===== src/rtl/voice_mix_pkg.sv =====
// Shared types and default sizes for the multi-voice oscillator mixer.
//   state_t        : scheduler FSM encoding
//   *_DEF          : default voice count and datapath widths
//   GAIN_W         : width of the per-voice arithmetic right-shift amount
package voice_mix_pkg;

  localparam int NUM_VOICES_DEF = 8;
  localparam int PHASE_W_DEF    = 32;
  localparam int SAMPLE_W_DEF   = 16;
  localparam int MIX_W_DEF      = 18;
  localparam int GAIN_W         = 4;

  typedef enum logic [2:0] {
    S_IDLE,
    S_CHECK,
    S_REQ,
    S_ACC,
    S_DONE
  } state_t;

endpackage


===== src/rtl/voice_regfile.sv =====
// Per-voice oscillator state: phase increment, gain shift, enable and phase.
// Ports:
//   clk, rst                 : clock, synchronous active-high reset (clears all)
//   cfg_we/cfg_voice/...     : config write port, takes effect the next cycle
//   rd_idx                   : voice currently addressed by the scheduler
//   rd_gain/rd_enable/rd_phase : combinational read of voice rd_idx
//   upd_en                   : advance phase[rd_idx] by delta[rd_idx]
module voice_regfile
  import voice_mix_pkg::*;
#(
  parameter int NUM_VOICES = NUM_VOICES_DEF,
  parameter int PHASE_W    = PHASE_W_DEF,
  localparam int IDX_W     = $clog2(NUM_VOICES)
) (
  input  logic               clk,
  input  logic               rst,
  input  logic               cfg_we,
  input  logic [IDX_W-1:0]   cfg_voice,
  input  logic [PHASE_W-1:0] cfg_delta,
  input  logic [GAIN_W-1:0]  cfg_gain_shift,
  input  logic               cfg_enable,
  input  logic [IDX_W-1:0]   rd_idx,
  output logic [GAIN_W-1:0]  rd_gain,
  output logic               rd_enable,
  output logic [PHASE_W-1:0] rd_phase,
  input  logic               upd_en
);

  logic [PHASE_W-1:0]    delta_q [NUM_VOICES];
  logic [PHASE_W-1:0]    delta_d [NUM_VOICES];
  logic [PHASE_W-1:0]    phase_q [NUM_VOICES];
  logic [PHASE_W-1:0]    phase_d [NUM_VOICES];
  logic [GAIN_W-1:0]     gain_q  [NUM_VOICES];
  logic [GAIN_W-1:0]     gain_d  [NUM_VOICES];
  logic [NUM_VOICES-1:0] enable_q;
  logic [NUM_VOICES-1:0] enable_d;

  always_comb begin
    delta_d  = delta_q;
    gain_d   = gain_q;
    enable_d = enable_q;
    phase_d  = phase_q;
    // Reads use the _q values, so an update in the same cycle as a config
    // write still sees the old delta.
    if (upd_en) begin
      phase_d[rd_idx] = phase_q[rd_idx] + delta_q[rd_idx];
    end
    if (cfg_we) begin
      delta_d[cfg_voice]  = cfg_delta;
      gain_d[cfg_voice]   = cfg_gain_shift;
      enable_d[cfg_voice] = cfg_enable;
      // A freshly enabled voice starts from phase 0, overriding any
      // accumulation step landing on the same voice this cycle.
      if (cfg_enable && !enable_q[cfg_voice]) begin
        phase_d[cfg_voice] = '0;
      end
    end
  end

  always_ff @(posedge clk) begin
    if (rst) begin
      enable_q <= '0;
      for (int i = 0; i < NUM_VOICES; i++) begin
        delta_q[i] <= '0;
        gain_q[i]  <= '0;
        phase_q[i] <= '0;
      end
    end else begin
      enable_q <= enable_d;
      delta_q  <= delta_d;
      gain_q   <= gain_d;
      phase_q  <= phase_d;
    end
  end

  assign rd_gain   = gain_q[rd_idx];
  assign rd_enable = enable_q[rd_idx];
  assign rd_phase  = phase_q[rd_idx];

endmodule


===== src/rtl/voice_mix_scheduler.sv =====
// Time-multiplexes one shared sine evaluator across NUM_VOICES oscillator
// voices once per sample period and sums the gain-shifted samples.
// Optional build macro MIX_SAT_EN: saturate the accumulator instead of
// wrapping at MIX_W bits.
// Ports:
//   clk, rst              : clock, synchronous active-high reset
//   cfg_*                 : per-voice config write (delta, gain shift, enable)
//   sin_req/sin_phase     : request to the evaluator, held until sin_ack
//   sin_ack/sin_sample    : evaluator response (ack may coincide with req)
//   mix_out/mix_valid     : mixed sample and its one-cycle strobe
//   busy                  : frame in progress
//   overrun               : sticky, a period tick landed during a frame
module voice_mix_scheduler
  import voice_mix_pkg::*;
#(
  parameter int NUM_VOICES = NUM_VOICES_DEF,
  parameter int PERIOD     = 2272,
  parameter int PHASE_W    = PHASE_W_DEF,
  parameter int SAMPLE_W   = SAMPLE_W_DEF,
  parameter int MIX_W      = MIX_W_DEF,
  localparam int IDX_W     = $clog2(NUM_VOICES)
) (
  input  logic                clk,
  input  logic                rst,
  input  logic                cfg_we,
  input  logic [IDX_W-1:0]    cfg_voice,
  input  logic [PHASE_W-1:0]  cfg_delta,
  input  logic [GAIN_W-1:0]   cfg_gain_shift,
  input  logic                cfg_enable,
  output logic                sin_req,
  output logic [PHASE_W-1:0]  sin_phase,
  input  logic                sin_ack,
  input  logic [SAMPLE_W-1:0] sin_sample,
  output logic [MIX_W-1:0]    mix_out,
  output logic                mix_valid,
  output logic                busy,
  output logic                overrun
);

  localparam int               CNT_W    = $clog2(PERIOD);
  localparam logic [CNT_W-1:0] CNT_MAX  = CNT_W'(PERIOD - 1);
  localparam logic [IDX_W-1:0] IDX_LAST = IDX_W'(NUM_VOICES - 1);

  function automatic logic signed [MIX_W-1:0] acc_add(
    input logic signed [MIX_W-1:0] a,
    input logic signed [MIX_W-1:0] b
  );
    logic signed [MIX_W:0] s;
    s = $signed({a[MIX_W-1], a}) + $signed({b[MIX_W-1], b});
`ifdef MIX_SAT_EN
    if (s[MIX_W] != s[MIX_W-1]) begin
      acc_add = s[MIX_W] ? {1'b1, {(MIX_W-1){1'b0}}} : {1'b0, {(MIX_W-1){1'b1}}};
    end else begin
      acc_add = s[MIX_W-1:0];
    end
`else
    acc_add = s[MIX_W-1:0];
`endif
  endfunction

  state_t                      state_q, state_d;
  logic [IDX_W-1:0]            idx_q, idx_d;
  logic [CNT_W-1:0]            count_q, count_d;
  logic signed [MIX_W-1:0]     acc_q, acc_d;
  logic signed [SAMPLE_W-1:0]  sample_q, sample_d;
  logic                        sin_req_q, sin_req_d;
  logic [PHASE_W-1:0]          sin_phase_q, sin_phase_d;
  logic signed [MIX_W-1:0]     mix_out_q, mix_out_d;
  logic                        mix_valid_q, mix_valid_d;
  logic                        overrun_q, overrun_d;

  logic [GAIN_W-1:0]           rd_gain;
  logic                        rd_enable;
  logic [PHASE_W-1:0]          rd_phase;
  logic                        upd_en;
  logic                        tick;
  logic signed [MIX_W-1:0]     samp_ext;
  logic signed [MIX_W-1:0]     addend;

  voice_regfile #(
    .NUM_VOICES (NUM_VOICES),
    .PHASE_W    (PHASE_W)
  ) u_regfile (
    .clk            (clk),
    .rst            (rst),
    .cfg_we         (cfg_we),
    .cfg_voice      (cfg_voice),
    .cfg_delta      (cfg_delta),
    .cfg_gain_shift (cfg_gain_shift),
    .cfg_enable     (cfg_enable),
    .rd_idx         (idx_q),
    .rd_gain        (rd_gain),
    .rd_enable      (rd_enable),
    .rd_phase       (rd_phase),
    .upd_en         (upd_en)
  );

  assign tick     = (count_q == '0);
  assign samp_ext = MIX_W'(sample_q);
  assign addend   = samp_ext >>> rd_gain;

  always_comb begin
    state_d     = state_q;
    idx_d       = idx_q;
    acc_d       = acc_q;
    sample_d    = sample_q;
    sin_req_d   = sin_req_q;
    sin_phase_d = sin_phase_q;
    mix_out_d   = mix_out_q;
    mix_valid_d = 1'b0;
    upd_en      = 1'b0;
    count_d     = (count_q == CNT_MAX) ? '0 : count_q + CNT_W'(1);
    // Ticks outside IDLE are dropped; the running frame is not disturbed.
    overrun_d   = overrun_q | (tick && (state_q != S_IDLE));

    case (state_q)
      S_IDLE: begin
        if (tick) begin
          acc_d   = '0;
          idx_d   = '0;
          state_d = S_CHECK;
        end
      end
      S_CHECK: begin
        if (rd_enable) begin
          // Request and phase are registered here and held for the whole
          // REQ state, independent of later phase writes.
          sin_req_d   = 1'b1;
          sin_phase_d = rd_phase;
          state_d     = S_REQ;
        end else if (idx_q == IDX_LAST) begin
          state_d = S_DONE;
        end else begin
          idx_d = idx_q + IDX_W'(1);
        end
      end
      S_REQ: begin
        if (sin_ack) begin
          sample_d  = $signed(sin_sample);
          sin_req_d = 1'b0;
          state_d   = S_ACC;
        end
      end
      S_ACC: begin
        acc_d  = acc_add(acc_q, addend);
        upd_en = 1'b1;
        if (idx_q == IDX_LAST) begin
          state_d = S_DONE;
        end else begin
          idx_d   = idx_q + IDX_W'(1);
          state_d = S_CHECK;
        end
      end
      S_DONE: begin
        mix_out_d   = acc_q;
        mix_valid_d = 1'b1;
        state_d     = S_IDLE;
      end
      default: state_d = S_IDLE;
    endcase
  end

  always_ff @(posedge clk) begin
    if (rst) begin
      state_q     <= S_IDLE;
      idx_q       <= '0;
      count_q     <= '0;
      acc_q       <= '0;
      sample_q    <= '0;
      sin_req_q   <= 1'b0;
      sin_phase_q <= '0;
      mix_out_q   <= '0;
      mix_valid_q <= 1'b0;
      overrun_q   <= 1'b0;
    end else begin
      state_q     <= state_d;
      idx_q       <= idx_d;
      count_q     <= count_d;
      acc_q       <= acc_d;
      sample_q    <= sample_d;
      sin_req_q   <= sin_req_d;
      sin_phase_q <= sin_phase_d;
      mix_out_q   <= mix_out_d;
      mix_valid_q <= mix_valid_d;
      overrun_q   <= overrun_d;
    end
  end

  assign sin_req   = sin_req_q;
  assign sin_phase = sin_phase_q;
  assign mix_out   = mix_out_q;
  assign mix_valid = mix_valid_q;
  assign busy      = (state_q != S_IDLE);
  assign overrun   = overrun_q;

endmodule

===== config.mk =====
export PLATFORM = sky130hd
export DESIGN_NAME = voice_mix_scheduler
export DESIGN_NICKNAME = d
export VERILOG_FILES = /design/src/rtl/voice_mix_pkg.sv /design/src/rtl/voice_regfile.sv /design/src/rtl/voice_mix_scheduler.sv
export SDC_FILE = /design/constraint.sdc
export NUM_CORES = 2
export LEC_CHECK = 0
export ABC_AREA = 1
export CORE_ASPECT_RATIO = 1.2
export CORE_MARGIN = 5
export CORE_UTILIZATION = 35
export DETAILED_ROUTE_END_ITERATION = 6
export DONT_BUFFER_PORTS = 1
export GPL_TIMING_DRIVEN = 0
export PLACE_DENSITY = 0.57
export SLEW_MARGIN = 20
export SYNTH_ARGS = -nofsm -noshare
export SYNTH_HDL_FRONTEND = slang
export SYNTH_SLANG_ARGS = --single-unit

===== constraint.sdc =====
create_clock -name clk -period 3.92 [get_ports clk]
set_input_delay 0.196 -clock clk [delete_from_list [all_inputs] [get_ports clk]]
set_output_delay 0.196 -clock clk [all_outputs]
set_load 0.02 [all_outputs]

# Word level (Yosys, flattened, before mapping)
# Index checks and enable logic that the tools add are counted.
[totals]
regBits = 657
latchBits = 0
ramBits = 0
mem_bits_ro = 0
in_bits = 60
out_inout_bits = 54
mem_count = 0
[classes]
n_addsub = 4
n_mul = 0
n_div = 0
n_lt_le_gt_ge = 7
eq_ne = 11
shift = 1
mux = 45
bitwise = 5
reduce_logical = 19
[op_table]
columns = ["op", "n"]
rows = [
  ["$mux 256", 3],
  ["$bwmux 256", 2],
  ["$and 256x256->256", 1],
  ["$not 256->256", 1],
  ["$bmux 32 s3", 2],
  ["$demux 32 s3", 2],
  ["$mux 32", 6],
  ["$pmux 18 s2", 1],
  ["$add 32x32->32", 1],
  ["$bwmux 32", 1],
  ["$mux 3", 8],
  ["$add 18x18->18", 1],
  ["$mux 18", 1],
  ["$sshr 16x4->18", 1],
  ["$add 12x1->12 const B", 1],
  ["$bmux 4 s3", 1],
  ["$demux 4 s3", 1],
  ["$eq 12x12->1 const B", 1],
  ["$logic_not 12->1", 1],
  ["$mux 4", 3],
  ["$pmux 3 s4", 1],
  ["$pmux 3 s3", 1],
  ["$reduce_and 3->1", 3],
  ["$bwmux 8", 1],
  ["23 further kinds", 47],
]

# Depth between registers and ports, before layout
[logic_depth]
depth_word = 10
mapped_depth = 29
depth_no_buf = 26

# Hierarchy
# From an unflattened synthesis, not the netlist that was laid out.
[hier_totals]
cells_unflattened = 4808
area_unflattened_um2 = 32122.1
[modules_own_cells]
columns = ["mod", "n_inst", "cells_each", "area_per_inst_um2", "seq_area_each_um2"]
rows = [
  ["voice_regfile", 1, 4007, 26655.6, 11050.6],
  ["voice_mix_scheduler", 1, 801, 5466.5, 2102.0],
]

# Worst setup path before layout
# No wires, ideal clock.
[synth_path]
path_type = "reg2reg"
start = "reg idx_q[2]"
end = "reg u_regfile.phase_q[110] (netlist bit)"
arrival_ns = 3.092
t_required_ns = 3.811
slack_ns = 0.719
path_stages_with_launch = 20
synth_period_minus_slack_ns = 3.201
path_cell_list = "dfxtp_1 buf_4 nand3_4 inv_1 buf_2 buf_2 a221oi_1 nand4_1 ha_1 fa_1 nand3_1 nand2_1 nand2_1 nand2_1 nand3_1 nand2_1 xnor2_1 nand2_1 nand2_1 inv_1"
[synth_via]
elab_chain_len = 10
elab_cells_between_ends = 18
classes_between = "add/sub (1); order compare (2); mux (12); bitwise (2); reduce/logical (1)"
[synth_rtl]
columns = ["element", "line_no", "rtl"]
rows = [
  ["from (decl)", "voice_mix_scheduler.sv:62", "logic [IDX_W-1:0] idx_q, idx_d;"],
  ["from (signal assigned)", "voice_mix_scheduler.sv:177", "idx_q <= idx_d;"],
  ["$not 3->4 (implied by the code) (*)", "voice_regfile.sv:46", "phase_d[rd_idx] = phase_q[rd_idx] + delta_q[rd_idx];"],
  ["$bmux 32 s3 (tied with other cells)", "voice_regfile.sv:46", ""],
  ["$mux 32 (implied by the code) or $logic_and 1x1->1 (tied branches)", "voice_regfile.sv:46", ""],
  ["$mux 32 (implied by the code)", "voice_regfile.sv:46", ""],
  ["$add 32x32->32 or $demux 32 s3 (tied branches)", "voice_regfile.sv:46", ""],
  ["$bwmux 256 (*)", "voice_regfile.sv:46", ""],
  ["$mux 256 (*)", "voice_regfile.sv:45", "if (upd_en) begin"],
  ["$and 256x256->256 (no line)", "--", ""],
  ["$mux 256", "voice_regfile.sv:54", "if (cfg_enable && !enable_q[cfg_voice]) begin"],
  ["$mux 256 (*)", "voice_regfile.sv:48", "if (cfg_we) begin"],
  ["to (signal assigned)", "voice_regfile.sv:72", "phase_q <= phase_d;"],
  ["to (decl)", "voice_regfile.sv:31", "logic [PHASE_W-1:0] phase_q [NUM_VOICES];"],
]
# Every way passes the cells marked *; elsewhere a longest branch is shown, timed or not. The select of a mux whose other input is x is not followed.
# A chain may end at the register's enable or synchronous reset.

# Worst setup path in the final report
[layout_path]
start = "reg idx_q[1]"
end = "reg u_regfile.phase_q[95] (netlist bit)"
# The elaborated chain is that of the path after synthesis.

==> results.json <==
{
  "ys_types": 48,
  "wl_per_cell_um": 22.8,
  "report.final.slew_viol_count": 0,
  "cts_tree": "done",
  "ios": 114,
  "drtIter0Drc": 3117,
  "setup_viol": 0,
  "rsz0062_at_grt": "yes",
  "p_seq_share_pct": 37.0,
  "cap_violations": 0,
  "post_drt_via_cell_ratio": 5.34,
  "clk_pin_slew_ns": 0.06,
  "place_congestion": 0.975,
  "tightest_slew_ns": 1.19,
  "netlist_instances": 4583,
  "switchingPower_mw": 6.73,
  "finalHoldViolCount": 0,
  "synth-main-ff-cell": "dfxtp_1",
  "postRouteAntennaNets": 0,
  "cellPowerDensity_nw_per_um2": 508,
  "fillCellCount": 9372,
  "cts-root-buf": "clkbuf_16",
  "cts-buffers-inserted": 72,
  "drc_errors": 0,
  "layout.nets": 4896,
  "synth_nets": 4697,
  "internal_power_mw": 12.4,
  "slowest_delay_ns": 0.44,
  "grt_max_degree": 15,
  "placementRows": 120,
  "cts_num_sinks": 657,
  "path_buf_inv": 8,
  "final_util_pct": 42.5,
  "path_cells": "buf_6 > inv_4 > nand3_4 > clkinvlp_4 > buf_12 > buf_6 > buf_8 > a221oi_4 > nand4_1 > ha_4 > nand2_1 > inv_2 > nand3_1 > nand2_2 > nand2_1 > nand2_4 > a21oi_2 > nand2_2 > nand3_1 > nand2_1 > inv_1",
  "synth-edff-count": 0,
  "async_reset_ff_share_pct": 0,
  "syn_area_per_cell_um2": 6.80,
  "antenna_found_initial": 6,
  "worstHoldPathType": "input pin to flop",
  "drive_above_1_share_pct": 11.4,
  "setup_tns_ns": 0,
  "clockBufferDepth": 3,
  "slowest_stage": "ha_4",
  "cp_max_fo": 10,
  "slew_headroom_pct": 20.6,
  "drt-pass1-iter-count": 5,
  "grt_pass1_wl_mm": 196,
  "final_common_cell": "nor2_1",
  "die_area_um2": 95200,
  "min_period_ns": 3.88,
  "htreeDepth": 3,
  "pwr-share-comb_pct": 25.8,
  "p_leak_nw": 15.7,
  "critical_path.startpoint_type": "flop",
  "fmax_ghz": 0.258,
  "grt_pass1_vias": 29400,
  "finalCritPeriodShare_pct": 98.9,
  "grtUsageTotal_pct": 27.6,
  "die_x_um": 282,
  "clkPwrFrac_pct": 37.2,
  "required_ns": 4.45,
  "crit_arrival_ns": 4.41,
  "finClkSkew_ns": 0.0329,
  "grt_overflow_total": 0,
  "netlist_area_um2": 31200,
  "outcome": "complete, no violations",
  "cpLargestDelayFamily": "simple AND/OR/NAND/NOR gates",
  "mostFrequentLayoutCells": "nor2_1, nand2_1, dfxtp_1, o21ai_0, inv_1",
  "ys_ff_latch": 657,
  "die_h_um": 337,
  "hpwlAfterDp_mm": 99.3,
  "clkLatencyLatePin_ns": 0.64,
  "crit_path_end_kind": "flop",
  "finalWirelength_mm": 137,
  "start_util_pct": 35.1,
  "yosys_warnings": 0,
  "worstSetupPathType": "flop to flop",
  "vias": 32000,
  "p_total_mw": 19.2,
  "core_um2": 88900,
  "io_buffers": 0,
  "ys_seq_area_share_pct": 42.2,
  "area_delta_synth_final_pct": 21.2,
  "sw_frac_of_total_pct": 35.1,
  "vdd_drop_max_mv": 0.381,
  "cp_common_cell": "nand2_1"
}
==> final timing paths <==
| path | startpoint | endpoint | slack (ns) | depth (start not counted) |
|---|---|---|---|---|
| worst max-delay path | idx_q[1]$_SDFFE_PP0P_ | u_regfile.phase_q[95]$_SDFF_PP0_ | 0.04 | 21 |
| worst min-delay path | cfg_enable | u_regfile.phase_q[233]$_SDFF_PP0_ | 0.07 | 5 |
| worst max register to register | idx_q[1]$_SDFFE_PP0P_ | u_regfile.phase_q[95]$_SDFF_PP0_ | 0.04 | 21 |
| worst min register to register | count_q[0]$_SDFF_PP0_ | count_q[0]$_SDFF_PP0_ | 0.45 | 1 |
==> power by group through the flow <==
stage	Sequential, mW	Combinational (mW)	Clock [mW]
floorplan	7.19	2.06	0
global placement	7.24	3.89	0
detailed placement	7.24	3.91	0
CTS	7.10	4.55	7.15
global route	7.12	5.10	7.42
finish	7.10	4.95	7.13
==> what timing repair did <==
action / CTS / global route
pin swaps: 32 / 39
hold buffers: 60 / 0
endpoints found under the hold margin: 315 / 0
resized for setup: 231 / 135
setup endpoints to repair: 261 / 244
buffers inserted: 38 / 27
==> layer usage <==
metal / GRT usage, % / routed length, µm
met4: 14.9 / 8100
met1: 34.5 / 54700
met2: 45.8 / 63500
met5: 0 / 0
met3: 3.97 / 10500
==> tightest hold or removal path, stage by stage <==
cell,delay (ns)
nand2_1,0.06
nor2_2,0.07
nand3_1,0.13
o211ai_1,0.11
a21oi_1,0.11
==> registers in the layout, indices dropped and copies added, names as in the netlist, 8 cells and up <==
register and cells:
acc_q 18, count_q 12, mix_out 18, sample_q 16
sin_phase 32, u_regfile.delta_q 256, u_regfile.enable_q 8, u_regfile.gain_q 32
u_regfile.phase_q 256
==> synth_stat cells, types with 2 or more instances <==
cell type / number / area share (%)
nor2_1: 1106 / 13
nand2_1: 811 / 9.8
dfxtp_1: 657 / 42
o21ai_0: 416 / 6.7
inv_1: 386 / 4.6
nand3_1: 268 / 4.3
a21oi_1: 207 / 3.3
clkbuf_1: 120 / 1.4
buf_2: 89 / 1.4
a221oi_1: 60 / 1.7
a22oi_1: 57 / 1.4
ha_1: 52 / 2.1
nor3_1: 47 / 0.75
nand4_1: 41 / 0.82
a211oi_1: 32 / 0.77
a22o_1: 23 / 0.65
inv_2: 21 / 0.25
o22ai_1: 21 / 0.42
buf_1: 19 / 0.23
buf_4: 18 / 0.43
or2_2: 13 / 0.26
a31oi_1: 11 / 0.22
xnor2_1: 10 / 0.28
o211ai_1: 9 / 0.22
xor2_1: 9 / 0.25
buf_6: 8 / 0.29
nor2_4: 7 / 0.25
o21bai_1: 7 / 0.17
nand2_2: 6 / 0.12
nand3_2: 6 / 0.19
o21ai_1: 5 / 0.080
or2_0: 5 / 0.10
clkinv_1: 4 / 0.048
o2111ai_1: 4 / 0.11
a21o_1: 3 / 0.072
and3_1: 3 / 0.060
inv_4: 3 / 0.060
nand2_4: 3 / 0.11
nand3b_1: 3 / 0.072
nor3b_1: 3 / 0.072
fa_1: 2 / 0.13
nor2_2: 2 / 0.040
==> through the flow <==
stage	setup WS [ns]	instance area, µm²	instances	hold WS [ns]
global route	-0.0897	37800	5995	0.0995
CTS	-0.00109	36900	5965	0.0361
floorplan	0.719	31200	4583	0.331
finish	0.0441	37800	5995	0.0698
global placement	-1.43	32600	5742	0.336
detailed placement	-1.43	32600	5742	0.342
==> cells by family (layout without fill, tap and decap cells) <==
group                      after synthesis  count (layout)  share of synthesized area, %
xor gates and xnor gates                19              19                         0.534
DFF                                    657             657                          42.2
other                                    0               3                             0
adders and majority gates               54              54                          2.22
buffers and inverters                  668             918                          8.83
AOI/OAI and AO/OA                      858             858                          15.9
and+or+nand+nor                       2327            2327                          30.4
==> final cells by class <==
type	instances	area (µm²)	share of cell area (%)
Sequential cell	657	13200	34.8
Clock inverter	24	279	0.739
Clock buffer	101	2140	5.68
Buffer	254	1470	3.90
Tap cell	1159	1450	3.84
Inverter	414	1590	4.20
Timing Repair Buffer	125	1200	3.17
Antenna cell	3	7.51	0.0199
Multi-Input combinational cell	3258	16500	43.6
(Power assumes the default switching activity.)
